### src/rtl/sn74163.sv
// sn74163: synchronous 4-bit binary counter with synchronous clear and parallel load.
// Pin-level model; outputs go unknown while supply pins are out of range.
module sn74163 (
    input  logic p1,   // CLR_BAR, synchronous clear, active-low
    input  logic p2,   // CLK, rising edge
    input  logic p3,   // A, data bit 0
    input  logic p4,   // B, data bit 1
    input  logic p5,   // C, data bit 2
    input  logic p6,   // D, data bit 3
    input  logic p7,   // ENP, count enable
    input  logic p8,   // GND
    input  logic p9,   // LOAD_BAR, synchronous load, active-low
    input  logic p10,  // ENT, count enable, gates RCO
    output logic p11,  // QD, bit 3
    output logic p12,  // QC, bit 2
    output logic p13,  // QB, bit 1
    output logic p14,  // QA, bit 0
    output logic p15,  // RCO
    input  logic p16   // VCC
);
    logic [3:0] q_q, q_d;
    logic       pwr_ok;
    assign pwr_ok = p16 & ~p8;
    always_comb begin
        q_d = !pwr_ok ? q_q :
              !p1     ? 4'd0 :
              !p9     ? {p6, p5, p4, p3} :
              (p7 && p10) ? q_q + 4'd1 : q_q;
    end
    always_ff @(posedge p2) begin
        q_q <= q_d;
    end
    assign {p11, p12, p13, p14} = pwr_ok ? q_q : 4'bx;
    assign p15 = pwr_ok ? (p10 & (&q_q)) : 1'bx;
endmodule

### config.mk
export PLATFORM = sky130hd
export DESIGN_NAME = sn74163
export DESIGN_NICKNAME = d
export VERILOG_FILES = /design/src/rtl/sn74163.sv
export SDC_FILE = /design/constraint.sdc
export NUM_CORES = 1
export LEC_CHECK = 0
export CAP_MARGIN = 40
export CORE_AREA = 2 2 39 41
export DETAILED_ROUTE_END_ITERATION = 6
export DIE_AREA = 0 0 41 43
export PLACE_DENSITY = 0.53
export RECOVER_POWER = 50
export SLEW_MARGIN = 20
export SYNTH_ARGS = -nofsm -noshare
export SYNTH_HDL_FRONTEND = slang
export SYNTH_SLANG_ARGS = --single-unit
### constraint.sdc
create_clock -name p2 -period 1.4 [get_ports p2]
set_clock_uncertainty 0.2 [all_clocks]
set_input_delay 0.14 -clock p2 [delete_from_list [all_inputs] [get_ports p2]]
set_output_delay 0.14 -clock p2 [all_outputs]
set_load 0.005 [all_outputs]
==> metrics.csv, run 1 <==
stage,metric,value,unit
critical_path,type of the worst setup path,register to register,
global_routing,antenna violations before repair,0,
critical_path,"critical path, cell by cell","ha_2, buf_6, xnor2_2, nand2_1, o211a_1",
clocking,clk slew on worst S/H paths,40,ps
synthesis,biggest area contributors in the synthesized netlist,"sky130_fd_sc_hd__edfxtp_1 (48%), sky130_fd_sc_hd__mux2i_1 (8.0%), sky130_fd_sc_hd__ha_1 (5.0%), sky130_fd_sc_hd__and4_2 (4.0%), sky130_fd_sc_hd__o211a_1 (4.0%)",
synthesis,simple-gate share of the synthesized area,0.141,
global_routing,first-pass GRT wire length,1120,um
finish,"commonest non-fill, non-tap cells in the layout","sky130_fd_sc_hd__clkdlybuf4s50_1 (10), sky130_fd_sc_hd__edfxtp_1 (4), sky130_fd_sc_hd__clkbuf_4 (3), sky130_fd_sc_hd__buf_6 (3), sky130_fd_sc_hd__buf_4 (3)",
synthesis,share of the synthesized area in the top cell type,0.482,
die,vertical die dimension,43,um
drt,remaining antenna violation count after routing,0,
critical_path,stage delay of the slowest cell on the critical path,400,ps
clocking,TritonCTS Sinks,4,
finish,largest registers,q_q x4,
clocking,number of buffers between clock root and the deepest sink,2,
synthesis,complex-gate fraction of the synthesized area,0.116,
sta,total of endpoints with negative setup slack in the final report,2,
clocking,number of setup buffers added after CTS,0,
clocking,Max H-tree Level,1,
finish,number of nets at the end of the flow,61,
die,Core Rows,14,
finish,area taken by flip-flops and latches,120,um2
global_routing,pin count of the biggest net entering global routing,7,
power,Leakage,0.221,nW
critical_path,Worst EP arrival,1220,ps
die,top-level port count,16,
sta,final slew viol count,0,
finish,number of flip-flops in the largest register,4,
synthesis,Yosys top cell by area,sky130_fd_sc_hd__edfxtp_1,
power,power density cells,738,nW/um2
die,Core Footprint,1380,um2
run_status,failing checks,negative setup slack,
power,sequential share of power,0.382,
drt,average wire length per cell after detail routing,11.4,um
critical_path,worst endpoint required time,1190,ps
global_routing,total global routing track utilization,0.0988,
sta,slew at the pin with the worst max-slew slack,191,ps
clocking,TritonCTS clock tree,yes,
critical_path,highest net fanout along the worst path,2,
sta,Final WS setup,-36.3,ps
finish,number of fill cells,157,
drt,vias post-DR,263,
placed_design,post-detail-place hpwl,556,um
die,overall die area,1760,um2
finish,most flop-heavy register,q_q,
job,count of max-cap constraint violations,0,
critical_path,startpoint kind of the worst setup timing path,register,
synthesis,number of instances in the synthesized netlist,22,
synthesis,synthesized-area fraction occupied by xor and xnor cells,0.0704,
finish,combined area of the multi-input logic cells,131,um2
critical_path,R2R Path End,q_q[2],
finish,post-route insts no fill,63,
finish,Layout Area Growth over Synthesis,105,%
placed_design,Placed Instances,60,
global_routing,aggregate global routing overflow,0,
sta,Period minus WS final,1440,ps
critical_path,"slowest stage cell, crit path",sky130_fd_sc_hd__edfxtp_1,
clocking,CTS root buffer,sky130_fd_sc_hd__clkbuf_4,
critical_path,Setup crit end kind,register,
synthesis,proportion of synthesized area in mux cells,0.0804,
worst_hold_path,Min-Delay Path Depth,2,
die,starting density of the core,0.180,
clocking,CTS Hold Bufs,0,
power,clock network fraction of total power,0.386,
sta,setup tns final,-62.4,ps
synthesis,count of cell types in the netlist,16,
power,power dissipated by switching net loads,0.0816,mW
synthesis,main combinational cell family by area after synthesis,simple AND/OR/NAND/NOR gates,
synthesis,yosys synthesis warning count,0,
sta,final number of hold-violating endpoints,0,
sta,achievable frequency,696,MHz
finish,fraction of layout instances using a drive strength above 1,0.319,
critical_path,depth of the most critical reg-to-reg path,5,
synthesis,number of nets in the synthesized netlist,34,
drt,post-DR vias/cell,4.17,
synthesis,sequential element share of the synthesized area,0.482,
die,horizontal extent of the die,41,um
drt,drt first pass iters,4,
power,Peak VDD IR,0.300,mV
power,combinational fraction of design power,0.232,
critical_path,kind of cell adding the most delay to the critical path,flip-flops,
drt,total length of routed wires,720,um
clocking,insertion delay of the later-clocked pin in the worst-skew pair,230,ps
drt,DRC violation total after the first TritonRoute iteration,5,
synthesis,Seq cells post-synth,4,
finish,share of the core filled with cells,0.368,
critical_path,Buf/Inv on CP,1,
worst_hold_path,"Endpoint, Worst Hold",q_q[2],
run_status,outcome,"finished, violations left",
placed_design,weighted congestion at the end of routability-driven global placement,0.733,
worst_hold_path,Hold Crit Class,input pin to register,
critical_path,r2r startpoint,q_q[0],
finish,Antenna diodes,0,
clocking,number of clock buffers inserted by TritonCTS,3,
sta,unrepaired setup endpoints after global routing,true,
worst_hold_path,min-delay src,p5,
synthesis,Syn Area/Cell,11.3,um2
power,design internal power,0.294,mW
power,"Power, Total",0.376,mW
drt,post-route DRC violation count,0,
synthesis,"arithmetic-cell share of the synthesized area counting full adders, half adders and majority gates",0.0503,
global_routing,via count of the first global-routing pass,262,
placed_design,PortBufs,15,
finish,"most common cell after layout, fill and taps aside",sky130_fd_sc_hd__clkdlybuf4s50_1,
power,switching part of the total,0.217,
synthesis,total standard cell area after synthesis,249,um2
sta,share of the cycle needed by the critical path after routing,1.03,
sta,worst rel slew slack,0.873,
critical_path,worst reg2reg setup slack,-40,ps
==> how the worst max path moves through the flow <==
stage | start | end | slack, ps | cells past startpoint
floorplan | q_q[1] | q_q[2] | 20 | 4
global placement | p10 | p15 | -250 | 3
detailed placement | p10 | p15 | -270 | 3
CTS | q_q[0] | p15 | -150 | 3
global route | q_q[1] | q_q[2] | -90 | 5
finish | q_q[0] | q_q[2] | -40 | 5
==> layer usage <==
metal / vias up / wire length (um) / part of all wire / track usage
met2: 15 / 330 / 0.46 / 0.125
met5: - / 0 / 0 / 0
met1: 117 / 296 / 0.41 / 0.127
met3: 0 / 93 / 0.13 / 0.0524
met4: 0 / 0 / 0 / 0.0600
li1: 131 / - / - / -
==> power by group through the flow <==
stage / registers, mW / clock network (mW) / logic (mW)
final: 0.143 / 0.145 / 0.0872
after global routing: 0.144 / 0.165 / 0.0956
after CTS: 0.143 / 0.155 / 0.0849
after detailed placement: 0.145 / 0 / 0.0855
after global placement: 0.144 / 0 / 0.0846
after floorplan: 0.147 / 0 / 0.0244
==> metrics by stage <==
step,area [um2],worst slack (ps),hold WS (ps)
3_5_place_dp,472,-269,545
4_1_cts,499,-146,409
3_3_place_gp,472,-254,524
5_1_grt,509,-85.2,435
6_report,509,-36.3,415
2_1_floorplan,249,16.5,138
==> logic make-up (layout without fill, tap and decap cells) <==
| kind of cell | after synthesis | after routing |
|---|---|---|
| simple gates | 6 | 6 |
| compound gates | 4 | 4 |
| flops | 4 | 4 |
| buf+inv | 3 | 28 |
| xor+xnor | 2 | 2 |
| mux | 2 | 2 |
| fa+ha+maj | 1 | 1 |
==> layout make-up <==
cell class                      instances  share of cell area
Multi-Input combinational cell         15               0.258
Inverter                                2              0.0147
Timing Repair Buffer                   23               0.408
Tap cell                               16              0.0393
Sequential cell                         4               0.236
Clock buffer                            3              0.0442
==> synthesized netlist by cell type, drive strengths merged <==
library cell  n
buf           1
o21ai         1
o211a         1
a21oi         1
nand3         1
xnor2         1
edfxtp        4
ha            1
a311oi        1
and2          1
nor2b         1
mux2i         2
nand2         2
and4          1
inv           2
xor2          1
==> worst reg2reg max path: cells and delay by family (launching register included) <==
| family | cells | cell delay (ps) |
|---|---|---|
| flops | 1 | 400 |
| fa+ha+maj | 1 | 200 |
| xor+xnor | 1 | 110 |
| buf+inv | 1 | 110 |
| compound gates | 1 | 100 |
| simple gates | 1 | 60 |
==> repair_timing <==
action                                  4_1_cts  5_1_grt
endpoints found under the setup margin        6       10
pin swaps                                     3        3
resized for setup                             8        9
No activity file was read; power rests on OpenSTA's default activity.
==> run 2, diff against run 1 <==
--- a/config.mk
+++ b/config.mk
@@ -9,9 +9,9 @@
 export CORE_AREA = 2 2 39 41
 export DETAILED_ROUTE_END_ITERATION = 6
 export DIE_AREA = 0 0 41 43
+export MAX_ROUTING_LAYER = met4
 export PLACE_DENSITY = 0.53
 export RECOVER_POWER = 50
-export SLEW_MARGIN = 20
 export SYNTH_ARGS = -nofsm -noshare
 export SYNTH_HDL_FRONTEND = slang
 export SYNTH_SLANG_ARGS = --single-unit
==> results of run 2 <==
Same layout as run 1: the final DEF is identical, and so are final timing and power.
Among the figures that moved: final weighted congestion in routability-driven placement 0.733 -> 0.742; overall routing resource usage 0.0988 -> 0.101
